==> src/rtl/local_mem_pkg.sv <==
// Shared types and defaults for the LOCAL_MEM read path: widths, engine state
// encoding, the buffered-DW entry layout and a byte-reversal helper.
package local_mem_pkg;

  localparam int LM_ADDR_W = 10;
  localparam int LM_DATA_W = 32;
  localparam int LM_LEN_W  = 10;
  localparam int LM_TAG_W  = 8;

  typedef enum logic {
    IDLE = 1'b0,
    READ = 1'b1
  } rd_state_t;

  typedef struct packed {
    logic [LM_DATA_W-1:0] data;
    logic                 last;
    logic [LM_TAG_W-1:0]  tag;
  } fifo_entry_t;

  // Byte 0 of the input lands in the most significant byte of the result.
  function automatic logic [LM_DATA_W-1:0] byte_rev(input logic [LM_DATA_W-1:0] d);
    logic [LM_DATA_W-1:0] r;
    r = '0;
    for (int i = 0; i < LM_DATA_W / 8; i++) begin
      r[8*i +: 8] = d[LM_DATA_W-8-8*i +: 8];
    end
    return r;
  endfunction

endpackage

==> src/rtl/local_mem_rd_fifo.sv <==
// Synchronous output buffer for returned DWs. The head entry is read straight
// from registered storage, so it holds steady until it is popped.
module local_mem_rd_fifo
  import local_mem_pkg::*;
#(
  parameter  int DEPTH = 4,
  localparam int PTR_W = $clog2(DEPTH),
  localparam int CNT_W = PTR_W + 1
) (
  input  logic             clk,
  input  logic             rst_n,
  input  logic             push,
  input  fifo_entry_t      wr_entry,
  input  logic             pop,
  output fifo_entry_t      rd_entry,
  output logic             empty,
  output logic [CNT_W-1:0] count
);

  fifo_entry_t      mem_q [DEPTH];
  logic [PTR_W-1:0] wr_ptr_q;
  logic [PTR_W-1:0] rd_ptr_q;
  logic [CNT_W-1:0] count_q;
  logic             do_pop;

  assign do_pop = pop && (count_q != '0);

  always_ff @(posedge clk or negedge rst_n) begin
    if (!rst_n) begin
      for (int i = 0; i < DEPTH; i++) begin
        mem_q[i] <= '0;
      end
      wr_ptr_q <= '0;
      rd_ptr_q <= '0;
      count_q  <= '0;
    end else begin
      if (push) begin
        mem_q[wr_ptr_q] <= wr_entry;
        wr_ptr_q        <= wr_ptr_q + 1'b1;
      end
      if (do_pop) begin
        rd_ptr_q <= rd_ptr_q + 1'b1;
      end
      case ({push, do_pop})
        2'b10:   count_q <= count_q + 1'b1;
        2'b01:   count_q <= count_q - 1'b1;
        default: count_q <= count_q;
      endcase
    end
  end

  assign rd_entry = mem_q[rd_ptr_q];
  assign empty    = (count_q == '0);
  assign count    = count_q;

endmodule

==> src/rtl/local_mem_rd_engine.sv <==
// Burst read engine in front of LOCAL_MEM: issues one address per cycle while
// the output FIFO has room, and streams returned DWs with last/tag sidebands.
// Optional macro LOCAL_MEM_RD_SWAP_EN byte-reverses each DW before buffering.
module local_mem_rd_engine
  import local_mem_pkg::*;
#(
  parameter int ADDR_W     = LM_ADDR_W,
  parameter int DATA_W     = LM_DATA_W,
  parameter int LEN_W      = LM_LEN_W,
  parameter int FIFO_DEPTH = 4
) (
  input  logic              clk,
  input  logic              rst_n,
  input  logic              req_valid,
  output logic              req_ready,
  input  logic [ADDR_W-1:0] req_addr,
  input  logic [LEN_W-1:0]  req_len,
  input  logic [7:0]        req_tag,
  output logic              mem_we,
  output logic [ADDR_W-1:0] mem_addr,
  output logic [DATA_W-1:0] mem_din,
  input  logic [DATA_W-1:0] mem_dout,
  output logic              dout_valid,
  input  logic              dout_ready,
  output logic [DATA_W-1:0] dout_data,
  output logic              dout_last,
  output logic [7:0]        dout_tag,
  output logic              busy
);

  // state | meaning
  // IDLE  | no burst active; request port open
  // READ  | issuing addresses, one per cycle while FIFO credit remains

  localparam int CNT_W = $clog2(FIFO_DEPTH) + 1;

  rd_state_t         state_q, state_d;
  logic [ADDR_W-1:0] addr_q;
  logic [LEN_W:0]    remain_q;
  logic [7:0]        tag_q;
  logic              rd_pend_q;
  logic              last_pend_q;
  logic [7:0]        tag_pend_q;

  logic              accept;
  logic              issue;
  logic              credit;
  logic [CNT_W:0]    occupancy;
  logic [CNT_W-1:0]  fifo_count;
  logic              fifo_empty;
  logic              pop;
  logic [DATA_W-1:0] push_data;
  fifo_entry_t       wr_entry;
  fifo_entry_t       rd_entry;

  // The in-flight read already owns a FIFO slot, so it counts against credit.
  assign occupancy = {1'b0, fifo_count} + {{CNT_W{1'b0}}, rd_pend_q};
  assign credit    = (occupancy < (CNT_W + 1)'(FIFO_DEPTH));
  assign accept    = req_valid && req_ready;

  always_ff @(posedge clk or negedge rst_n) begin
    if (!rst_n) begin
      state_q <= IDLE;
    end else begin
      state_q <= state_d;
    end
  end

  always_comb begin
    state_d   = state_q;
    req_ready = 1'b0;
    issue     = 1'b0;
    case (state_q)
      IDLE: begin
        req_ready = 1'b1;
        if (req_valid) begin
          state_d = READ;
        end
      end
      READ: begin
        if (credit) begin
          issue = 1'b1;
          if (remain_q == (LEN_W + 1)'(1)) begin
            state_d = IDLE;
          end
        end
      end
      default: state_d = IDLE;
    endcase
  end

  always_ff @(posedge clk or negedge rst_n) begin
    if (!rst_n) begin
      addr_q      <= '0;
      remain_q    <= '0;
      tag_q       <= '0;
      rd_pend_q   <= 1'b0;
      last_pend_q <= 1'b0;
      tag_pend_q  <= '0;
    end else begin
      rd_pend_q <= issue;
      if (accept) begin
        addr_q   <= req_addr;
        remain_q <= (req_len == '0) ? {1'b1, {LEN_W{1'b0}}} : {1'b0, req_len};
        tag_q    <= req_tag;
      end else if (issue) begin
        addr_q   <= addr_q + 1'b1;
        remain_q <= remain_q - 1'b1;
      end
      // Sidebands travel with the read, since tag_q may be reloaded meanwhile.
      if (issue) begin
        last_pend_q <= (remain_q == (LEN_W + 1)'(1));
        tag_pend_q  <= tag_q;
      end
    end
  end

`ifdef LOCAL_MEM_RD_SWAP_EN
  assign push_data = byte_rev(mem_dout);
`else
  assign push_data = mem_dout;
`endif

  always_comb begin
    wr_entry      = '0;
    wr_entry.data = push_data;
    wr_entry.last = last_pend_q;
    wr_entry.tag  = tag_pend_q;
  end

  local_mem_rd_fifo #(
    .DEPTH (FIFO_DEPTH)
  ) u_fifo (
    .clk      (clk),
    .rst_n    (rst_n),
    .push     (rd_pend_q),
    .wr_entry (wr_entry),
    .pop      (pop),
    .rd_entry (rd_entry),
    .empty    (fifo_empty),
    .count    (fifo_count)
  );

  assign pop        = dout_valid && dout_ready;
  assign dout_valid = !fifo_empty;
  assign dout_data  = rd_entry.data;
  assign dout_last  = rd_entry.last;
  assign dout_tag   = rd_entry.tag;

  assign mem_we   = 1'b0;
  assign mem_din  = '0;
  assign mem_addr = addr_q;
  assign busy     = (state_q == READ) || rd_pend_q || !fifo_empty;

endmodule

==> config.mk <==
export PLATFORM = sky130hd
export DESIGN_NAME = local_mem_rd_engine
export DESIGN_NICKNAME = d
export VERILOG_FILES = /design/src/rtl/local_mem_pkg.sv /design/src/rtl/local_mem_rd_fifo.sv /design/src/rtl/local_mem_rd_engine.sv
export SDC_FILE = /design/constraint.sdc
export NUM_CORES = 1
export LEC_CHECK = 0
export ABC_AREA = 1
export CAP_MARGIN = 30
export CORE_ASPECT_RATIO = 1.25
export CORE_MARGIN = 1.5
export CORE_UTILIZATION = 49
export CTS_CLUSTER_SIZE = 8
export DETAILED_ROUTE_END_ITERATION = 10
export PLACE_DENSITY_LB_ADDON = 0.12
export SYNTH_ARGS = -nofsm -noshare
export SYNTH_HDL_FRONTEND = slang
export SYNTH_SLANG_ARGS = --single-unit
==> constraint.sdc <==
create_clock -name clk -period 1.9 [get_ports clk]
set_clock_uncertainty 0.1 [all_clocks]
set_input_delay 0.38 -clock clk [delete_from_list [all_inputs] [get_ports clk]]
set_output_delay 0.38 -clock clk [all_outputs]
set_load 0.1 [all_outputs]
## Yosys cells after proc, flatten, opt, wreduce, memory -nomap -nowiden

Cells that the tools add are included.

- Logic and storage cells: 70
- Flip-flop bits (word level): 211
- Output and inout port bits: 87
- Input bits: 64

- Equal/unequal tests: 3
- Bitwise gates (word level): 3
- Muxes and demuxes: 19
- Add/subtract/negate cells: 7
- Reductions and logical operators: 12
- Magnitude comparators: 4

Operators with widths:

| operator | number |
|---|---|
| $bwmux 164 | 1 |
| $mux 41 | 3 |
| $bmux 41 s2 | 1 |
| $demux 41 s2 | 1 |
| $mux 11 | 3 |
| $mux 10 | 2 |
| $eq 11x1->1 const B | 1 |
| $sub 11x1->11 const B | 1 |
| $add 10x1->10 const B | 1 |
| $logic_not 10->1 | 1 |
| $ge 3x3->1 const B | 2 |
| $mux 1 | 6 |
| $not 2->3 | 2 |
| $pmux 3 s2 | 1 |
| $add 2x1->2 const B | 2 |
| $add 3x1->4 | 1 |
| $logic_and 1x1->1 | 4 |
| $lt 4x3->1 const B | 1 |
| $reduce_bool 2->1 | 2 |
| $add 3x1->3 const B | 1 |
| $logic_not 3->1 | 1 |
| $lt 3x1->1 const B | 1 |
| $reduce_bool 3->1 | 1 |
| $sub 3x1->3 const B | 1 |
| 6 further kinds | 7 |

## Logic depth before layout (Yosys ltp)

Gate-level depths: netlist of the first run.

- Depth in word-level cells: 6
- Gate-level depth with buffers: 10
- Gate-level depth less buffers: 10

## Modules after synthesis

Synthesis of the first run repeated with hierarchy kept, for this count alone.

- Cell total of the unflattened synthesis: 1,253
- Area total of the unflattened synthesis: 10,959.3 um2

Modules (own cells, without submodules):

| module | sequential area each (um2) | cells each | area each (um2) | instances |
|---|---|---|---|---|
| local_mem_rd_fifo | 4,279.1 | 933 | 8,535.7 | 1 |
| local_mem_rd_engine | 1,001.0 | 320 | 2,423.6 | 1 |

## Worst setup path before layout of the first run

OpenSTA, ideal clock, no wires.

- Kind: register to output
- From: register u_fifo.rd_ptr_q[0]
- To: output dout_data[0]
- Required time: 1,420 ps
- Buffers on the path: 2
- Stages on the path, launching flop included: 6
- Slack: -962 ps
- Arrival: 2,382 ps
- Cell sequence: dfrtp_1 > inv_1 > buf_2 > clkbuf_1 > o21ai_0 > o22ai_1

- Word-level cells in the longest chain between the ends: 4

Ends and longest elaborated chain:

| item | line | text |
|---|---|---|
| start, declared | local_mem_rd_fifo.sv:22 | `logic [PTR_W-1:0] rd_ptr_q;` |
| start signal, assigned | local_mem_rd_fifo.sv:42 | `rd_ptr_q <= rd_ptr_q + 1'b1;` |
| $not 2->3 (implied by the code) | local_mem_rd_fifo.sv:52 | `assign rd_entry = mem_q[rd_ptr_q];` |
| $bmux 41 s2 | local_mem_rd_fifo.sv:52 |  |
| $mux 41 (implied by the code) (2 in a row) | local_mem_rd_fifo.sv:52 |  |
| end, declared | local_mem_rd_engine.sv:25 | `output logic [DATA_W-1:0] dout_data,` |

Every way passes these cells. The select of a mux whose other input is x is not followed.

## Worst setup path after layout of the first run

- From: register u_fifo.rd_ptr_q[0]
- To: output dout_data[1]

The elaborated chain is that of the path after synthesis.

==> results of run 1 <==
## synth_stat cells (all sizes together)
cell type	n
o21ai	284
nand2	272
dfrtp	211
nor2	123
inv	89
buf	66
o22ai	43
clkbuf	35
nand3	25
ha	8
a21oi	4
nand3b	4
nor3	3
or2	3
xor2	3
nand4	2
a22oi	1
conb	1
fa	1
o211ai	1
xnor2	1
## flip-flops by register name, summed over array words and instances, names as in the netlist
signal,cells
last_pend_q,1
mem_addr,10
state_q,1
u_fifo.mem_q,164
u_fifo.rd_ptr_q,2
tag_pend_q,8
rd_pend_q,1
u_fifo.wr_ptr_q,2
u_fifo.count,3
tag_q,8
remain_q,11
## metrics by stage
step | utilization, % | cell area [µm²] | instances
after floorplan | - | 10500 | 1212
after global placement | 63.7 | 12400 | 1525
after detailed placement | 63.7 | 12400 | 1525
after CTS | 73.2 | 14200 | 1591
after global routing | 75.1 | 14600 | 1596
final | 75.1 | 14600 | 1596
## kinds of logic (layout without fill, tap and decap cells)
kind of cell               after synthesis  count (layout)  share of synthesized area, %
AOI/OAI and AO/OA                      333             333                          17.6
xor gates and xnor gates                 4               4                         0.358
buffers and inverters                  190             309                          9.16
adders and majority gates                9               9                          1.23
DFF                                    211             211                          54.0
other                                    1              33                        0.0383
and+or+nand+nor                        432             432                          17.6
## timing repair
action / in CTS / in global routing
resized for setup: 223 / 70
hold buffers: 1 / 0
setup buffers: 18 / 2
endpoints found under the hold margin: 183 / 0
setup endpoints to repair: 42 / 44
gates cloned: 13 / 5
pin swaps: 20 / 17
## worst register-to-register path: stages (launching register included)
cell     delay (ps)
dfrtp_1         360
inv_2            60
nand3_4         110
buf_4           120
nand2_2          50
inv_2            70
ha_4            120
inv_2            40
fa_2            340
a21oi_2         110
o21ai_1          80
xor2_1          150
## how the worst min path moves through the flow
stage / start / endpoint / slack (ps) / depth (start not counted)
finish: rst_n / u_fifo.mem_q[149] / 210 / 2
global route: rst_n / u_fifo.mem_q[105] / 210 / 2
CTS: rst_n / u_fifo.mem_q[105] / 200 / 2
detailed placement: rst_n / u_fifo.mem_q[149] / 180 / 1
global placement: rst_n / u_fifo.mem_q[149] / 180 / 1
floorplan: rst_n / last_pend_q / -20 / 0
## final cells by class
cell class | instances | area [µm²]
Sequential cell | 211 | 5290
Multi-Input combinational cell | 811 | 5020
Fill cell | 1319 | 4860
Timing Repair Buffer | 186 | 2850
Clock buffer | 33 | 783
Inverter | 89 | 339
Tap cell | 265 | 332
Clock inverter | 1 | 7.51
## per-layer routing
metal,vias up,GRT usage [%],wire length (µm)
li1,4086,-,-
met1,4311,34.1,11100
met2,314,45.7,14500
met3,60,4.01,1550
met4,0,9.04,852
met5,-,0,0
==> flow_summary.toml, run 1 <==
[setup_path]
cp.depth = 6
cp.arrival_ps = 1880
criticalPathCategory = "register to primary output"
cp-end-kind = "primary output"
crit_chain = "clkinv_4 -> buf_12 -> buf_12 -> o21ai_2 -> o22ai_4 -> buf_12"
startpoint = "u_fifo.rd_ptr_q[0]"
critPathSlowestCell = "dfrtp_2"
crit_buf_inv = 4
crit_fanout = 8
r2r_slack_ps = 70
r2r_start = "u_fifo.count[2]"
worstSetupStartpointType = "register"
crit_required_ps = 1420
setup.worst_path.end = "dout_data[1]"
reg2reg_to = "u_fifo.count[2]"
cp_common_cell = "buf_12"
reg2reg_depth = 11
max_stage_delay_ps = 450
crit_family = "buffers and inverters"

[floorplan]
initial_core_util_pct = 50.2
die_width_um = 129
rows = 57
io_pins = 151
die-area_um2 = 20800
fp.dieH_um = 161
core_um2 = 19500

[global_route]
grt_pass1_wl_um = 44100
grt_pass1_vias = 8700
track_usage_pct = 26.6
antenna_found_initial = 0
grt_max_degree = 58
grt.overflow.total = 0

[synthesis]
seq_area_frac_synth_pct = 54.0
synthCells = 1180
synthesis.area_per_instance_um2 = 8.29
yosys_register_bits = 211
syn_area_um2 = 9780
synth_cell_type_count = 29
netlist_top_cells_area = "dfrtp_1, o21ai_0, nand2_1"
post-synth-top-area-cell = "dfrtp_1"
synth_top_area_share_pct = 54.0
ys_warn_count = 0

[cells_and_area]
drive_above_1_share_pct = 26.8
final_common_cell = "nand2_1"
syn2layout_area_growth_pct = 49.4
final_cell_mix = "nand2_1, dfrtp_1, o21ai_0"
nNetsFinal = 1402
antenna_cells = 0

[sta]
finalSetupViolCount = 42
hold_viol_final = 0
setup_ws_ps = -463
tns_ps = -17500
maxSlewViolCount = 0
hold_ws_ps = 205
fin_crit_sh_pct = 124
rsz0062_at_grt = "true"
clock.fmax_mhz = 423
min_period_ps = 2360

[place]
dp_hpwl_um = 15000
place_ws_ps = -146
place_congestion = 0.832
port-buffer-count = 117

[route]
drtPass1Iterations = 5
vias = 8771
postRouteWirelength_um = 28000
wl_per_cell_um = 17.5
drc = 0
vias_per_cell = 5.50
drtIter0Drc = 567
drtAntennaViolNets = 0

[clocking]
clockBufferDepth = 3
clkLatencyLatePin_ps = 530
cts_htree_levels = 1
cts_root_buf = "clkbuf_16"
cts_buffers = 30
cts.reportedPaths.clkPinSlew_ps = 50
cts_tree = "done"
cts.sinks = 211

[min_path]
worstHoldPathType = "primary input to asynchronous set/reset pin"

[run]
maxCapViolCount = 0

[run_status]
violations = "negative setup slack"
run_status = "finished with violations"
Power of run 1 is left out: the tool's default activity adds up to more than one toggle a clock period on the data nets, which glitch-free logic cannot reach.
==> run 2, diff against run 1 <==
--- a/config.mk
+++ b/config.mk
@@ -9,9 +9,10 @@
 export CAP_MARGIN = 30
 export CORE_ASPECT_RATIO = 1.25
 export CORE_MARGIN = 1.5
-export CORE_UTILIZATION = 49
+export CORE_UTILIZATION = 54
 export CTS_CLUSTER_SIZE = 8
 export DETAILED_ROUTE_END_ITERATION = 10
+export GPL_ROUTABILITY_DRIVEN = 0
 export PLACE_DENSITY_LB_ADDON = 0.12
 export SYNTH_ARGS = -nofsm -noshare
 export SYNTH_HDL_FRONTEND = slang
==> constraint.sdc (replaced) <==
create_clock -name clk -period 2.5 [get_ports clk]
set_clock_uncertainty 0.1 [all_clocks]
set_input_delay 0.5 -clock clk [delete_from_list [all_inputs] [get_ports clk]]
set_output_delay 0.5 -clock clk [all_outputs]
set_load 0.1 [all_outputs]
==> flow_summary.toml, run 2 (synthesis results as in run 1) <==
[setup_path]
crit_fanout = 26
reg2reg_to = "u_fifo.count[2]"
cp-end-kind = "primary output"
reg2reg_depth = 10
cp.arrival_ps = 1890
r2r_start = "u_fifo.count[2]"
crit_required_ps = 1900
r2r_slack_ps = 540
worstSetupStartpointType = "register"
criticalPathCategory = "register to primary output"

[route]
vias_per_cell = 5.44
wl_per_cell_um = 15.5
postRouteWirelength_um = 23400
drtAntennaViolNets = 0
drtIter0Drc = 597
drc = 0
vias = 8211
drtPass1Iterations = 5

[sta]
maxSlewViolCount = 0
finalSetupViolCount = 0
min_period_ps = 2490
rsz0062_at_grt = "true"
clock.fmax_mhz = 401
hold_viol_final = 0
fin_crit_sh_pct = 99.7

[cells_and_area]
regMostFlops = "u_fifo.mem_q"
nNetsFinal = 1358
final_common_cell = "o21ai_0"
syn2layout_area_growth_pct = 28.8
antenna_cells = 0
largest_reg_flops = 164
fin_util_pct = 71.7
final_cell_mix = "o21ai_0, nand2_1, dfrtp_1"
drive_above_1_share_pct = 13.4

[clocking]
clkLatencyLatePin_ps = 520
clockBufferDepth = 3
cts_htree_levels = 1
cts.reportedPaths.clkPinSlew_ps = 50
cts_tree = "done"
cts.sinks = 211
cts_buffers = 30
postCtsSetupRepairBufs = 0
cts_root_buf = "clkbuf_16"

[global_route]
grt.overflow.total = 0
track_usage_pct = 25.1
grtUsageMet1_pct = 32.2
grt_use_met2_pct = 43.9
grt_pass1_wl_um = 38600
grt_pass1_vias = 8181
use_met3_pct = 3.99
grt_most_used_layer = "met2"
antenna_found_initial = 0
grt_max_degree = 83

[run_status]
run_status = "completed"

[min_path]
min_from = "u_fifo.mem_q[94]"
min_path_cells = 2
min_to = "u_fifo.mem_q[94]"
worstHoldPathType = "register to register"

[floorplan]
die_width_um = 123
rows = 54
fp.dieH_um = 153
core_um2 = 17600
io_pins = 151
die-area_um2 = 18900
initial_core_util_pct = 55.7

[place]
port-buffer-count = 117
dp_hpwl_um = 14300

[run]
maxCapViolCount = 0
==> run 2: per-stage QoR <==
| stage | cells | hold WS (ps) | cell area, µm² | TNS (ps) | worst slack, ps |
|---|---|---|---|---|---|
| after floorplan | 1212 | 104 | 10200 | 0 | 120 |
| after global placement | 1474 | 361 | 11700 | 0 | 193 |
| after detailed placement | 1474 | 368 | 11700 | 0 | 172 |
| after CTS | 1508 | 381 | 12500 | -124 | -28.8 |
| after global routing | 1510 | 398 | 12600 | -317 | -31.0 |
| final | 1510 | 376 | 12600 | 0 | 8.41 |
==> run 2: what timing repair did <==
action                                 in CTS  in global routing
gates cloned                                0                  2
endpoints found under the hold margin      50                  0
gates resized for setup                     4                 10
pin swaps                                   0                  1
setup endpoints to repair                  34                 41
hold buffers                                1                  0
==> run 2: cell type report <==
class / instances / area (µm²)
multi-input cells: 811 / 4000
clock inverters: 1 / 7.51
flip-flops and latches: 211 / 5280
clock buffers: 32 / 779
inverters: 89 / 337
repair buffers: 142 / 1910
well taps: 224 / 280
fillers: 1356 / 4970
==> run 2: worst max path at each step <==
stage	startpoint	end	slack (ps)	cells after the start
global placement	dout_ready	u_fifo.count[2]	190	9
global route	u_fifo.rd_ptr_q[0]	dout_data[0]	-30	4
finish	u_fifo.rd_ptr_q[0]	dout_data[0]	8	5
detailed placement	dout_ready	u_fifo.count[2]	170	9
CTS	u_fifo.rd_ptr_q[0]	dout_tag[7]	-30	4
floorplan	u_fifo.count[0]	busy	120	4
==> run 2: layer usage <==
layer  vias up  wire length [µm]  share of wire (%)
met5         -                 0                  0
met4         0               311                1.3
met2       227             12100                 52
li1       3983                 -                  -
met3        21              1080                4.6
met1      3980              9890                 42
==> run 2: critical path, cell delays in order, from the launching register on <==
cell and delay (ps):
dfrtp_2 460, inv_4 160, clkbuf_16 230, nor2_1 70, o22ai_2 240, buf_12 210
Power of run 2 is left out for the same reason.
